==> config.mk <==
export PLATFORM = sky130hd
export DESIGN_NAME = sha2_stream_periph
export DESIGN_NICKNAME = d
export VERILOG_FILES = /design/src/rtl/sha2_stream_periph.sv
export SDC_FILE = /design/constraint.sdc
export NUM_CORES = 2
export LEC_CHECK = 0
export CORE_AREA = 2 2 557 393
export DETAILED_ROUTE_END_ITERATION = 6
export DIE_AREA = 0 0 559 395
export PLACE_DENSITY = 0.65
export SYNTH_ARGS = -nofsm -noshare
export SYNTH_HDL_FRONTEND = slang
export SYNTH_HIERARCHICAL = 1
export SYNTH_SLANG_ARGS = --single-unit
==> constraint.sdc <==
create_clock -name mclk -period 8.4 [get_ports mclk]
set_input_delay 2.52 -clock mclk [delete_from_list [all_inputs] [get_ports mclk]]
set_output_delay 2.52 -clock mclk [all_outputs]
set_load 0.005 [all_outputs]
==> src/rtl/sha2_stream_periph.sv <==
// Word-serial SHA-224/256 peripheral: 16-bit DATA writes fill a 512-bit block,
// and an FSM issues init/next to an iterative one-round-per-cycle sha256_core.
module sha256_core (
    input  logic         clk,
    input  logic         reset_n,
    input  logic         init,
    input  logic         next,
    input  logic         mode,
    input  logic [511:0] block,
    output logic         ready,
    output logic [255:0] digest,
    output logic         digest_valid
);
    localparam logic [63:0][31:0] K = {
        32'h428a2f98, 32'h71374491, 32'hb5c0fbcf, 32'he9b5dba5, 32'h3956c25b, 32'h59f111f1, 32'h923f82a4, 32'hab1c5ed5,
        32'hd807aa98, 32'h12835b01, 32'h243185be, 32'h550c7dc3, 32'h72be5d74, 32'h80deb1fe, 32'h9bdc06a7, 32'hc19bf174,
        32'he49b69c1, 32'hefbe4786, 32'h0fc19dc6, 32'h240ca1cc, 32'h2de92c6f, 32'h4a7484aa, 32'h5cb0a9dc, 32'h76f988da,
        32'h983e5152, 32'ha831c66d, 32'hb00327c8, 32'hbf597fc7, 32'hc6e00bf3, 32'hd5a79147, 32'h06ca6351, 32'h14292967,
        32'h27b70a85, 32'h2e1b2138, 32'h4d2c6dfc, 32'h53380d13, 32'h650a7354, 32'h766a0abb, 32'h81c2c92e, 32'h92722c85,
        32'ha2bfe8a1, 32'ha81a664b, 32'hc24b8b70, 32'hc76c51a3, 32'hd192e819, 32'hd6990624, 32'hf40e3585, 32'h106aa070,
        32'h19a4c116, 32'h1e376c08, 32'h2748774c, 32'h34b0bcb5, 32'h391c0cb3, 32'h4ed8aa4a, 32'h5b9cca4f, 32'h682e6ff3,
        32'h748f82ee, 32'h78a5636f, 32'h84c87814, 32'h8cc70208, 32'h90befffa, 32'ha4506ceb, 32'hbef9a3f7, 32'hc67178f2};
    localparam logic [7:0][31:0] IV256 = {
        32'h6a09e667, 32'hbb67ae85, 32'h3c6ef372, 32'ha54ff53a, 32'h510e527f, 32'h9b05688c, 32'h1f83d9ab, 32'h5be0cd19};
    localparam logic [7:0][31:0] IV224 = {
        32'hc1059ed8, 32'h367cd507, 32'h3070dd17, 32'hf70e5939, 32'hffc00b31, 32'h68581511, 32'h64f98fa7, 32'hbefa4fa4};

    function automatic logic [31:0] rotr(input logic [31:0] x, input int unsigned n);
        return (x >> n) | (x << (32 - n));
    endfunction

    logic [31:0]      h_q [8];
    logic [31:0]      v_q [8];
    logic [31:0]      w_q [16];
    logic [6:0]       rnd_q;
    logic             busy_q;
    logic             valid_q;
    logic [31:0]      t1, t2, w_new;
    logic [7:0][31:0] iv;

    always_comb begin
        iv    = mode ? IV256 : IV224;
        t1    = v_q[7] + (rotr(v_q[4], 6) ^ rotr(v_q[4], 11) ^ rotr(v_q[4], 25))
              + ((v_q[4] & v_q[5]) ^ (~v_q[4] & v_q[6])) + K[~rnd_q[5:0]] + w_q[0];
        t2    = (rotr(v_q[0], 2) ^ rotr(v_q[0], 13) ^ rotr(v_q[0], 22))
              + ((v_q[0] & v_q[1]) ^ (v_q[0] & v_q[2]) ^ (v_q[1] & v_q[2]));
        w_new = (rotr(w_q[14], 17) ^ rotr(w_q[14], 19) ^ (w_q[14] >> 10)) + w_q[9]
              + (rotr(w_q[1], 7) ^ rotr(w_q[1], 18) ^ (w_q[1] >> 3)) + w_q[0];
    end

    // w_q is a sliding 16-word window: w_q[0] is W[t] for the current round.
    always_ff @(posedge clk or negedge reset_n) begin
        if (!reset_n) begin
            for (int unsigned i = 0; i < 8; i++) begin
                h_q[i] <= '0;
                v_q[i] <= '0;
            end
            for (int unsigned i = 0; i < 16; i++) w_q[i] <= '0;
            rnd_q   <= '0;
            busy_q  <= 1'b0;
            valid_q <= 1'b0;
        end else if (!busy_q && (init || next)) begin
            for (int unsigned i = 0; i < 8; i++) begin
                if (init) h_q[i] <= iv[7-i];
                v_q[i] <= init ? iv[7-i] : h_q[i];
            end
            for (int unsigned i = 0; i < 16; i++) w_q[i] <= block[511-32*i -: 32];
            rnd_q   <= '0;
            busy_q  <= 1'b1;
            valid_q <= 1'b0;
        end else if (busy_q) begin
            if (rnd_q == 7'd64) begin
                for (int unsigned i = 0; i < 8; i++) h_q[i] <= h_q[i] + v_q[i];
                busy_q  <= 1'b0;
                valid_q <= 1'b1;
            end else begin
                v_q[0] <= t1 + t2;
                v_q[1] <= v_q[0];
                v_q[2] <= v_q[1];
                v_q[3] <= v_q[2];
                v_q[4] <= v_q[3] + t1;
                v_q[5] <= v_q[4];
                v_q[6] <= v_q[5];
                v_q[7] <= v_q[6];
                for (int unsigned i = 0; i < 15; i++) w_q[i] <= w_q[i+1];
                w_q[15] <= w_new;
                rnd_q   <= rnd_q + 7'd1;
            end
        end
    end

    assign ready        = ~busy_q;
    assign digest_valid = valid_q;
    assign digest       = {h_q[0], h_q[1], h_q[2], h_q[3], h_q[4], h_q[5], h_q[6], h_q[7]};
endmodule

module sha2_stream_periph #(
    parameter logic [14:0] BASE_ADDR    = 15'h0080,
    parameter int unsigned DEC_WD       = 7,
    parameter int unsigned DIGEST_WORDS = 16
) (
    input  logic        mclk,
    input  logic        puc_rst_n,
    input  logic [13:0] per_addr,
    input  logic [15:0] per_din,
    input  logic        per_en,
    input  logic [1:0]  per_we,
    output logic [15:0] per_dout,
    output logic        irq
);
    localparam logic [DEC_WD-1:0] OFF_CTRL   = DEC_WD'(8'h00);
    localparam logic [DEC_WD-1:0] OFF_STATUS = DEC_WD'(8'h02);
    localparam logic [DEC_WD-1:0] OFF_DATA   = DEC_WD'(8'h04);
    localparam logic [DEC_WD-1:0] OFF_WCNT   = DEC_WD'(8'h06);

    typedef enum logic [1:0] {ST_IDLE, ST_FILL, ST_ISSUE, ST_WAIT} state_e;

    state_e             state_q, state_d;
    logic               mode_q, mode_d, irq_en_q, irq_en_d;
    logic               done_q, done_d, ovf_q, ovf_d;
    logic               first_q, first_d, skip_q, skip_d;
    logic [4:0]         wcnt_q, wcnt_d;
    logic [511:0]       block_q, block_d;
    logic               sel, wr_en, rd_en, start, data_wr, busy;
    logic [DEC_WD-1:0]  offset;
    logic               core_init, core_next, core_ready, core_valid;
    logic [255:0]       core_digest;

    assign sel     = per_en && (per_addr[13:DEC_WD-1] == BASE_ADDR[14:DEC_WD]);
    assign offset  = {per_addr[DEC_WD-2:0], 1'b0};
    assign wr_en   = sel && (|per_we);
    assign rd_en   = sel && !(|per_we);
    assign start   = wr_en && (offset == OFF_CTRL) && per_din[0];
    assign data_wr = wr_en && (offset == OFF_DATA);
    assign busy    = (state_q == ST_ISSUE) || (state_q == ST_WAIT);
    assign irq     = done_q & irq_en_q;

    always_comb begin
        state_d   = state_q;
        mode_d    = mode_q;
        irq_en_d  = irq_en_q;
        done_d    = done_q;
        ovf_d     = ovf_q;
        first_d   = first_q;
        skip_d    = skip_q;
        wcnt_d    = wcnt_q;
        block_d   = block_q;
        core_init = 1'b0;
        core_next = 1'b0;
        if (wr_en && offset == OFF_CTRL) begin
            mode_d   = per_din[1];
            irq_en_d = per_din[2];
        end
        // W1C is applied first so a same-cycle completion below wins.
        if (wr_en && offset == OFF_STATUS) begin
            if (per_din[1]) done_d = 1'b0;
            if (per_din[2]) ovf_d  = 1'b0;
        end
        unique case (state_q)
            ST_IDLE, ST_FILL: begin
                if (start) begin
                    state_d = ST_FILL;
                    wcnt_d  = '0;
                    first_d = 1'b1;
                    done_d  = 1'b0;
                end else if (data_wr && state_q == ST_IDLE) begin
                    ovf_d = 1'b1;
                end else if (data_wr) begin
                    for (int unsigned n = 0; n < 32; n++)
                        if (wcnt_q == 5'(n)) block_d[511-16*n -: 16] = per_din;
                    wcnt_d = wcnt_q + 5'd1;
                    if (wcnt_q == 5'd31) state_d = ST_ISSUE;
                end
            end
            ST_ISSUE: begin
                if (start || data_wr) ovf_d = 1'b1;
                if (core_ready) begin
                    core_init = first_q;
                    core_next = ~first_q;
                    first_d   = 1'b0;
                    skip_d    = 1'b1;
                    state_d   = ST_WAIT;
                end
            end
            ST_WAIT: begin
                if (start || data_wr) ovf_d = 1'b1;
                if (skip_q) begin
                    skip_d = 1'b0;
                end else if (core_ready) begin
                    done_d  = 1'b1;
                    state_d = ST_FILL;
                end
            end
            default: state_d = ST_IDLE;
        endcase
    end

    always_ff @(posedge mclk or negedge puc_rst_n) begin
        if (!puc_rst_n) begin
            state_q  <= ST_IDLE;
            mode_q   <= 1'b0;
            irq_en_q <= 1'b0;
            done_q   <= 1'b0;
            ovf_q    <= 1'b0;
            first_q  <= 1'b0;
            skip_q   <= 1'b0;
            wcnt_q   <= '0;
            block_q  <= '0;
        end else begin
            state_q  <= state_d;
            mode_q   <= mode_d;
            irq_en_q <= irq_en_d;
            done_q   <= done_d;
            ovf_q    <= ovf_d;
            first_q  <= first_d;
            skip_q   <= skip_d;
            wcnt_q   <= wcnt_d;
            block_q  <= block_d;
        end
    end

    always_comb begin
        per_dout = '0;
        if (rd_en) begin
            case (offset)
                OFF_CTRL:   per_dout = {13'b0, irq_en_q, mode_q, 1'b0};
                OFF_STATUS: per_dout = {11'b0, state_q == ST_FILL, core_valid, ovf_q, done_q, busy};
                OFF_WCNT:   per_dout = {11'b0, wcnt_q};
                default: begin
                    for (int unsigned k = 0; k < DIGEST_WORDS; k++)
                        if (offset == DEC_WD'(64 + 2*k)) per_dout = core_digest[255-16*k -: 16];
                end
            endcase
        end
    end

    sha256_core u_core (
        .clk          (mclk),
        .reset_n      (puc_rst_n),
        .init         (core_init),
        .next         (core_next),
        .mode         (mode_q),
        .block        (block_q),
        .ready        (core_ready),
        .digest       (core_digest),
        .digest_valid (core_valid)
    );
endmodule
==> summary.txt <==
STA
  – Clk_skew: 0.0665 ns
  – Worst hold margin: 0.486 ns
  – Post-layout min period: 8.44 ns
  – RSZ-0062 raised after global routing: yes
  – Tcrit/Tclk final: 101%
  – Max Slew Vio Count: 0
  – Slew @ Worst Pin: around 1.4 ns
  – F_max: 118 MHz
  – Final Hold Vio Count: 0
  – Final WS setup: -0.0436 ns
  – Final setup violation count: 1
  – Worst slew margin: under 10%

Synthesis
  – EDFF count, synth: 0
  – Synth warnings: 6
  – Avg Cell Area, Syn: 9.03 sq um
  – Post-synthesis async set-or-reset flop share: 100%
  – Syn Nets: between 10k and 15k
  – Synth unique cells: 102
  – Top FF cell, synth: dfrtp_1
  – Sequential area share after synthesis: between 40% and 50%
  – Synthesis-stage register bit count: 1,558
  – Mapped Area: 96,600 sq um
  – Post-Synthesis Cells: about 11k

Routing
  – Routed len/inst: ~30 um
  – DR pass1 iterations: 7
  – Via count: 86.8k
  – Final wirelength: 420,000 um
  – Drt drc: 5
  – Antenna-violating nets left: 0
  – Starting DRT DRC Count: between 10k and 15k
  – Via density: approximately 6.2

Critical path
  – CP Max Fanout: 6
  – Crit path kind: reg -> reg
  – CP Launch Type: flip-flop
  – Data arrival, critical path: 9.12 ns
  – CP max-delay cell: or4b_1
  – FF-to-FF Start: u_core/rnd_q[0]$_DFFE_PN0P_
  – CP dominant cell by count: buf_4
  – Crit path from: u_core/rnd_q[0]$_DFFE_PN0P_
  – Critical Path RT: a little over 9 ns
  – R2r setup slk: -0.04 ns
  – CP max stage delay: 0.52 ns
  – Setup crit end kind: flip-flop

Floorplanning
  – Rows: 143
  – Ports: 52
  – Starting density of the core: 44.8%
  – Die span in x: about 560 um
  – Die area: 221,000 sq um
  – Die Height: 395 um
  – Core footprint: 216,000 sq um

Pwr
  – Overall Power: 15.8 mW
  – Worst VDD drop: 0.168 mV
  – Pwr/cell area: 142 nW/um^2
  – Lkg Pwr: 51.2 nW

Place
  – DP Area: approximately 100,000 sq um
  – GP Congestion: 1.07
  – Port buffer count: 51
  – Final HPWL DP: 305,000 um
  – Cell count after placement: ~14k

Worst hold path
  – HP Start: u_core/w_q[7]$_DFFE_PN0P_
  – Worst Hold Class: reg -> reg

Clocking
  – Clk sinks: 1,558
  – H-tree levels: 4
  – Cts bufs inserted: 170
  – CTS clock-pin slew for the worst setup and hold paths: 0.06 ns
  – CTS tree: built
  – Latest clock arrival within the worst-skew pair: 0.89 ns
  – Hold buffer count at cts: 0
  – Clock Path Buffers: 4
  – Clock root buffer: clkbuf_16

Global route
  – Vias in the first global route: 80.2k
  – Largest net degree at the start of global routing: 218
  – First-pass GRT wire length: 595,000 um
  – Grt ovf: 0
  – GRT Util Overall: 37.0%
  – Initial antenna violation count: 38

Outcome
  – Run status: finished, violations left
  – Failing checks: DRC, setup timing

Final layout
  – Layout cell share with drive strength beyond 1: 17.7%
  – Multi-input gate area: between 50,000 and 60,000 sq um
  – Nets: 11.5k
  – Synthesis-to-layout area growth: 15.0%
  – Filler cells: 19.8k
  – Final Cell Area: 111,000 sq um
  – Post-Layout Cell Count: about 14k
  – Register area: 39,000 sq um

Job
  – Max_cap viols: 0
-- cell type report --
cell class	instances	share of cell area (%)
multi-input cells	7928	48.9
flip-flops and latches	1558	35.1
repair buffers	822	6.13
clock buffers	230	4.36
well taps	2900	3.27
inverters	433	1.48
clock inverters	67	0.763
diodes	5	0.0113
-- metrics by stage --
stage	setup WS (ns)	utilization, %	setup TNS (ns)
6_report	-0.0436	51.5	-0.0436
5_1_grt	-0.292	51.5	-1.44
3_5_place_dp	-0.996	48.1	-11.10
2_1_floorplan	0.0187	-	0
4_1_cts	-0.113	50.9	-0.139
3_3_place_gp	-0.957	48.0	-11.01
-- path summary, 6_finish.rpt --
path,endpoint,depth (start not counted)
max in group asynchronous,u_core/w_q[210]$_DFFE_PN0P_,3
worst min register to register,u_core/w_q[7]$_DFFE_PN0P_,2
worst max-delay path,u_core/v_q[255]$_DFFE_PN0P_,38
worst max register to register,u_core/v_q[255]$_DFFE_PN0P_,38
worst min-delay path,u_core/w_q[7]$_DFFE_PN0P_,2
min in group asynchronous,u_core/digest[134]$_DFFE_PN0P_,1
-- repair_timing --
action | in CTS | in global routing
hold endpoints to repair | 0 | 0
cloned | 0 | 0
setup endpoints to repair | 32 | 35
gates resized for setup | 74 | 258
pin swaps | 25 | 124
setup buffers | 5 | 36
-- state kept, by name, summed over array words and instances, names as in the netlist --
signal               count
ovf_q                    1
irq_en_q                 1
u_core/rnd_q             7
first_q                  1
u_core/w_q             512
skip_q                   1
state_q                  2
mode_q                   1
wcnt_q                   5
u_core/digest_valid      1
u_core/digest          256
done_q                   1
block_q                512
u_core/busy_q            1
u_core/v_q             256
-- metal layers --
layer	track usage, %	vias to the layer above	share of wire [%]
li1	-	37700	-
met1	58.9	43900	47
met2	44.4	4695	36
met3	16.1	574	15
met4	7.50	34	2.2
met5	0.905	-	0.11
-- Yosys cell counts, types with 25 or more instances --
master | count | area (sq um)
a211oi_1 | 77 | 578
a21o_1 | 188 | 1410
a21oi_1 | 819 | 4100
a221oi_1 | 25 | 219
a31oi_1 | 556 | 3480
and2_1 | 26 | 163
and3_1 | 64 | 400
buf_1 | 42 | 158
buf_2 | 42 | 210
clkbuf_1 | 660 | 2480
dfrtp_1 | 1558 | 39000
fa_1 | 195 | 3900
ha_1 | 399 | 4990
inv_1 | 428 | 1610
mux2_2 | 555 | 6250
mux2i_1 | 59 | 591
nand2_1 | 1605 | 6020
nand2b_1 | 88 | 551
nand3_1 | 133 | 666
nor2_1 | 878 | 3300
nor2b_1 | 54 | 338
nor3_1 | 83 | 415
o211ai_1 | 63 | 473
o21a_1 | 57 | 428
o21ai_0 | 810 | 4050
o21bai_1 | 47 | 353
o22ai_1 | 32 | 200
o31ai_1 | 35 | 263
or3_1 | 79 | 494
xnor2_1 | 332 | 2910
xor2_1 | 236 | 2070
-- cells in the final DEF (no fill, tap or decap), types with 81 or more instances in the layout --
master | Yosys | final
nand3_1 | 133 | 130
ha_1 | 399 | 368
inv_1 | 428 | 410
nor2_1 | 878 | 857
buf_4 | 13 | 714
nand2b_1 | 88 | 81
xor2_1 | 236 | 232
mux2_2 | 555 | 555
clkbuf_16 | 0 | 171
a21o_1 | 188 | 185
a31oi_1 | 556 | 554
fa_1 | 195 | 191
nand2_1 | 1605 | 1599
xnor2_1 | 332 | 321
a21oi_1 | 819 | 781
o21ai_0 | 810 | 772
dfrtp_1 | 1558 | 1555
-- cells by family after synthesis --
family	count (synthesis)	synth area share [%]
flip-flops	1558	40.4
AND/OR/NAND/NOR	3154	14.1
AO/OA/AOI/OAI	2973	18.6
XOR/XNOR	568	5.15
adder cells (fa/ha/maj)	597	9.24
buffers and inverters	1209	4.95
multiplexers	636	7.55
-- power breakdown --
group          total, mW  leakage (nW)  internal, mW  switching [mW]
Clock               7.90          2.82          4.54            3.36
Sequential          7.50          21.8          7.50       0.0000558
Combinational      0.363          26.6        0.0581           0.305
-- critical path, delay by kind of cell (launching register included) --
| family | cells | cell delay [ns] |
|---|---|---|
| xor gates and xnor gates | 5 | 0.72 |
| DFF | 1 | 0.40 |
| and+or+nand+nor | 8 | 1.50 |
| AOI/OAI and AO/OA | 10 | 2.15 |
| buffers and inverters | 9 | 1.20 |
| adders and majority gates | 6 | 2.30 |
Power figures use the tool's default switching activity.
